[src/rtl/mul_hilo_unit.sv]
// mul_hilo_unit: iterative shift-add multiplier / multiply-accumulate unit
// that executes MULT, MULTU, MUL, MADD and MSUB and owns the HI/LO registers.
// Operands are reduced to magnitudes and the product sign is applied in the
// one-cycle FIXUP step, so the CALC loop is a plain unsigned shift-add.
// Optional feature macro: HILO_WRITE_EN adds HiWe/LoWe (mthi/mtlo) write ports.
module mul_hilo_unit #(
  parameter int WIDTH          = 32,
  parameter int BITS_PER_CYCLE = 1
) (
  input  logic             Clk,
  input  logic             Rst,
  input  logic             Start,
  input  logic [4:0]       ALUControl,
`ifdef HILO_WRITE_EN
  input  logic             HiWe,
  input  logic             LoWe,
`endif
  input  logic [WIDTH-1:0] A,
  input  logic [WIDTH-1:0] B,
  output logic             Busy,
  output logic             Done,
  output logic [WIDTH-1:0] MulResult,
  output logic [WIDTH-1:0] Hi,
  output logic [WIDTH-1:0] Lo
);

  localparam logic [4:0] OP_MULT  = 5'b00011;
  localparam logic [4:0] OP_MULTU = 5'b00100;
  localparam logic [4:0] OP_MUL   = 5'b10011;
  localparam logic [4:0] OP_MADD  = 5'b10100;
  localparam logic [4:0] OP_MSUB  = 5'b10101;

  localparam int N     = WIDTH / BITS_PER_CYCLE;
  localparam int CNT_W = $clog2(N + 1);
  localparam int PW    = 2 * WIDTH;

  typedef enum logic [1:0] {
    IDLE  = 2'd0,
    CALC  = 2'd1,
    FIXUP = 2'd2
  } state_t;

  state_t             state, state_nxt;
  logic [CNT_W-1:0]   cnt;
  logic [4:0]         op;
  logic               neg;
  logic               accept;
  logic               signed_op;
  logic               sign_in;

  logic [PW-1:0]      acc;
  logic [PW-1:0]      mcand;
  logic [WIDTH-1:0]   mplier;
  logic [PW-1:0]      prod;
  logic [PW-1:0]      hilo_cur;

  // Recognise the multi-cycle multiply codes; everything else belongs to the ALU.
  function automatic logic is_mul_op(input logic [4:0] code);
    return (code == OP_MULT) || (code == OP_MULTU) || (code == OP_MUL) ||
           (code == OP_MADD) || (code == OP_MSUB);
  endfunction

  // Magnitude of an operand; -2^(WIDTH-1) maps to 2^(WIDTH-1), still fits unsigned.
  function automatic logic [WIDTH-1:0] magnitude(input logic [WIDTH-1:0] v,
                                                 input logic             is_signed);
    logic signed [WIDTH-1:0] sv;
    sv = v;
    if (is_signed && (sv < 0))
      return -v;
    else
      return v;
  endfunction

  // Sum of the multiplicand copies selected by the current multiplier bits.
  function automatic logic [PW-1:0] partial_sum(input logic [PW-1:0]             mc,
                                                input logic [BITS_PER_CYCLE-1:0] bits);
    logic [PW-1:0] s;
    s = '0;
    for (int i = 0; i < BITS_PER_CYCLE; i++)
      if (bits[i])
        s = s + (mc << i);
    return s;
  endfunction

  assign signed_op = (ALUControl != OP_MULTU);
  assign sign_in   = signed_op & (A[WIDTH-1] ^ B[WIDTH-1]);
  assign accept    = (state == IDLE) && Start && is_mul_op(ALUControl);
  assign Busy      = (state != IDLE);
  assign hilo_cur  = {Hi, Lo};

  // Signed product presented to the FIXUP write-back.
  always_comb begin
    prod = acc;
    if (neg)
      prod = -acc;
  end

  // Next-state logic: IDLE -> CALC (N cycles) -> FIXUP -> IDLE.
  always_comb begin
    state_nxt = state;
    case (state)
      IDLE:    if (accept) state_nxt = CALC;
      CALC:    if (cnt == '0) state_nxt = FIXUP;
      FIXUP:   state_nxt = IDLE;
      default: state_nxt = IDLE;
    endcase
  end

  // Control registers: state, iteration counter, latched opcode and sign, Done pulse.
  always_ff @(posedge Clk or negedge Rst) begin
    if (!Rst) begin
      state <= IDLE;
      cnt   <= '0;
      op    <= '0;
      neg   <= 1'b0;
      Done  <= 1'b0;
    end else begin
      state <= state_nxt;
      Done  <= (state == FIXUP);
      if (accept) begin
        op  <= ALUControl;
        neg <= sign_in;
        cnt <= CNT_W'(N - 1);
      end else if (state == CALC) begin
        cnt <= cnt - 1'b1;
      end
    end
  end

  // Shift-add datapath: load magnitudes on accept, retire BITS_PER_CYCLE bits per CALC cycle.
  always_ff @(posedge Clk) begin
    if (accept) begin
      acc    <= '0;
      mcand  <= {{WIDTH{1'b0}}, magnitude(A, signed_op)};
      mplier <= magnitude(B, signed_op);
    end else if (state == CALC) begin
      acc    <= acc + partial_sum(mcand, mplier[BITS_PER_CYCLE-1:0]);
      mcand  <= mcand << BITS_PER_CYCLE;
      mplier <= mplier >> BITS_PER_CYCLE;
    end
  end

  // Architectural HI/LO and MUL result; written in FIXUP (or by mthi/mtlo while idle).
  always_ff @(posedge Clk or negedge Rst) begin
    if (!Rst) begin
      Hi        <= '0;
      Lo        <= '0;
      MulResult <= '0;
    end else if (state == FIXUP) begin
      case (op)
        OP_MULT, OP_MULTU: {Hi, Lo} <= prod;
        OP_MADD:           {Hi, Lo} <= hilo_cur + prod;
        OP_MSUB:           {Hi, Lo} <= hilo_cur - prod;
        OP_MUL:            MulResult <= prod[WIDTH-1:0];
        default:           ;
      endcase
    end
`ifdef HILO_WRITE_EN
    else if (state == IDLE) begin
      if (HiWe) Hi <= A;
      if (LoWe) Lo <= A;
    end
`endif
  end

endmodule

[config.mk]
export PLATFORM = sky130hd
export DESIGN_NAME = mul_hilo_unit
export DESIGN_NICKNAME = d
export VERILOG_FILES = /design/src/rtl/mul_hilo_unit.sv
export SDC_FILE = /design/constraint.sdc
export NUM_CORES = 1
export LEC_CHECK = 0
export CAP_MARGIN = 20
export CORE_ASPECT_RATIO = 0.75
export CORE_MARGIN = 2
export CORE_UTILIZATION = 45
export CTS_CLUSTER_DIAMETER = 100
export DETAILED_ROUTE_END_ITERATION = 10
export GPL_ROUTABILITY_DRIVEN = 0
export PLACE_DENSITY_LB_ADDON = 0.2
export RECOVER_POWER = 25
export SYNTH_ARGS = -nofsm -noshare
export SYNTH_HDL_FRONTEND = slang
export SYNTH_SLANG_ARGS = --single-unit
[constraint.sdc]
create_clock -name Clk -period 7.95 [get_ports Clk]
set_input_delay 1.59 -clock Clk [delete_from_list [all_inputs] [get_ports Clk]]
set_output_delay 1.59 -clock Clk [all_outputs]
set_load 0.02 [all_outputs]
==> impl_metrics.json <==
{
  "netlist.area_leader.share": 0.110,
  "cts_sinks": 271,
  "setup_violations": 0,
  "start_kind": "register",
  "grt_remaining_overflow": 0,
  "grt.total_usage": 0.275,
  "regToRegStartpoint": "acc[9]",
  "worst_ep_required_time_ps": 8440,
  "startpoint": "acc[9]",
  "max_clock_freq_mhz": 145,
  "cts_tree": "built",
  "wl_met3_um": 9330,
  "cp_max_fo": 13,
  "r2r_slack_ps": 1080,
  "grt_pass1_vias": 23300,
  "outcome": "finished with violations",
  "worst-slew-pin-transition_ps": 4180,
  "holdBufCountCts": 0,
  "syn_to_final_growth_pct": 12.3,
  "cts_made_buffers": 31,
  "rr_endpoint": "Hi[31]",
  "syn_area_per_cell_um2": 7.51,
  "yosysWarningCount": 0,
  "fp.coreArea_mm2": 0.0556,
  "maxCapViolations": 5,
  "grt_setup_unrepaired": "no",
  "multi_input_area_mm2": 0.0172,
  "insertion_delay_ps": 630,
  "leakage_nw": 12.6,
  "synth_most_common_cell": "nand2_1",
  "firstDrtPassIters": 11,
  "fin_cells": 4149,
  "ctsHtreeMaxLevel": 1,
  "grt_max_degree": 99,
  "synth_cell_types": 89,
  "skew_ps": 32.9,
  "syn-num-nets": 3634,
  "cp.arrival_ps": 7370,
  "hold_viol_final": 0,
  "cts_resized": 0,
  "synth_seq_cells": 271,
  "crit_type": "reg2reg",
  "synthFlopType": "dfrtp_1",
  "cp-end-kind": "register",
  "clk_path_buf_depth": 3,
  "placed_area_mm2": 0.0273,
  "postLayoutCellArea_mm2": 0.0283,
  "drt_iter0_markers": 3123,
  "slew_headroom": -1.79,
  "wl_per_cell_um": 20.0,
  "mappedNetlistArea_mm2": 0.0252,
  "drtAntennaViolNets": 0,
  "final_core_util": 0.509,
  "min_period_ps": 6870,
  "final_nets": 3671,
  "power.density_mw_per_mm2": 107,
  "ys_top_cells_by_area": "dfrtp_1, ha_1, dfxtp_1",
  "ir_drop_mv": 0.167,
  "grt_antenna_before_repair": 1,
  "synth_common_cells": "nand2_1, a21oi_1, o21ai_0",
  "drv_slew": 303,
  "violations": "DRC, capacitance limit, slew limit",
  "dpl.cell_count": 4089,
  "place.detailed.hpwl_um": 63100,
  "ys_seq_area_frac": 0.263,
  "syn_inst": 3355,
  "max_stage_delay_ps": 640,
  "die_x_um": 277,
  "ys_async_sr_fraction": 0.410,
  "die_h_um": 209,
  "yosysTopAreaCell": "dfrtp_1",
  "top_layer": "met4",
  "drt_wl_total_um": 83000,
  "start_util": 0.453,
  "fin_crit_sh": 0.865,
  "post_cts_buffers": 0,
  "reg2reg_depth": 18,
  "tns_ps": 0,
  "via_per_inst": 6.15,
  "ff_latch_area_mm2": 0.00662,
  "portBuffers": 169,
  "hold_path_class": "reg2reg",
  "worstPathCellList": "or4_4, or3_4, or4_4, nand2b_4, or3_1, nand2_1, xor2_1, inv_1, ha_1, inv_1, a21o_1, a221oi_1, o21ai_0, a221oi_1, a21oi_1, o41ai_1, mux2i_1, or4_1",
  "wl_met1_um": 39300,
  "die-area_mm2": 0.0580,
  "dr_total_vias": 25500,
  "slowest_stage": "o41ai_1",
  "root_buffer": "clkbuf_16",
  "nFillCells": 5409,
  "ios": 170,
  "fp-row-count": 75,
  "grt_pass1_wl_um": 130000,
  "drive_gt1_frac": 0.0339,
  "clk_pin_slew_worst_paths_ps": 60,
  "drc": 2,
  "synth_edf_count": 64,
  "routed-wl-met2_um": 32500,
  "crit_end": "Hi[31]"
}
-- flip-flops by register name, summed over array words and instances, names as in the netlist --
signal / cells
op: 5
mcand: 64
state: 2
acc: 64
MulResult: 32
cnt: 6
neg: 1
mplier: 32
Lo: 32
Hi: 32
Done: 1
-- placed cells by master, fill, tap and decap left out, types with 30 or more instances in the layout --
cell,count
xor2_1,93
inv_1,170
nor2_1,225
nand4_1,43
ha_1,204
a21o_1,82
dfrtp_1,110
dfxtp_1,96
nand3_1,52
clkbuf_16,35
o31ai_1,68
nand2b_1,32
nor4_1,38
a21oi_1,335
xnor2_1,142
nand2_1,489
o21ai_0,308
nor3_1,58
clkdlybuf4s50_1,168
o21bai_1,52
a31oi_1,30
edfxtp_1,64
and2_1,83
-- power breakdown --
part / internal (mW) / switching (mW) / leakage (nW)
clock: 0.855 / 0.637 / 0.514
combinational: 0.0550 / 0.0582 / 9.01
sequential: 1.41 / 0 / 3.08
total: 2.32 / 0.695 / 12.6
-- worst max-delay path: cells and delay by family (launching register included) --
kind	cells	cell delay, ps
AND/OR/NAND/NOR	7	2860
AO/OA/AOI/OAI	6	2090
flip-flops	1	380
buffers and inverters	2	250
multiplexers	1	150
XOR/XNOR	1	480
adder cells (fa/ha/maj)	1	550
-- kinds of logic after synthesis --
kind of cell               after synthesis  synth area share
and+or+nand+nor                       1153             0.215
muxes                                   22           0.00883
buffers and inverters                  362            0.0548
DFF                                    271             0.263
adders and majority gates              207             0.104
xor gates and xnor gates               237            0.0834
AOI/OAI and AO/OA                     1103             0.272
-- stage by stage --
step	setup WS, ps	hold slack [ps]	power, mW
final	1080	466	3.02
after global routing	784	482	3.11
after CTS	1290	470	3.05
after detailed placement	1320	461	1.55
after global placement	1560	446	1.55
after floorplan	2030	437	1.48
-- cell type report --
cell class	instances	share of cell area
Multi-Input combinational cell	2722	0.608
Sequential cell	271	0.234
Timing Repair Buffer	192	0.0648
Clock buffer	49	0.0349
Tap cell	731	0.0323
Inverter	174	0.0231
Clock inverter	9	0.00252
Antenna cell	1	0.0000884
-- routing by layer --
layer  vias to the layer above  GRT usage
li1                      12100          -
met1                     12000      0.423
met2                      1352      0.384
met3                       143     0.0650
met4                         0     0.0573
met5                         -          0
-- worst min path at each step --
stage | slack [ps] | endpoint | depth (start not counted) | from
final | 470 | mcand[58] | 2 | mcand[57]
after global routing | 480 | mcand[32] | 2 | mcand[32]
after CTS | 470 | mcand[60] | 2 | mcand[59]
after detailed placement | 460 | mcand[51] | 2 | mcand[50]
after global placement | 450 | mcand[63] | 2 | mcand[63]
after floorplan | 440 | mcand[63] | 2 | mcand[63]
No activity file was read; power rests on OpenSTA's default activity.
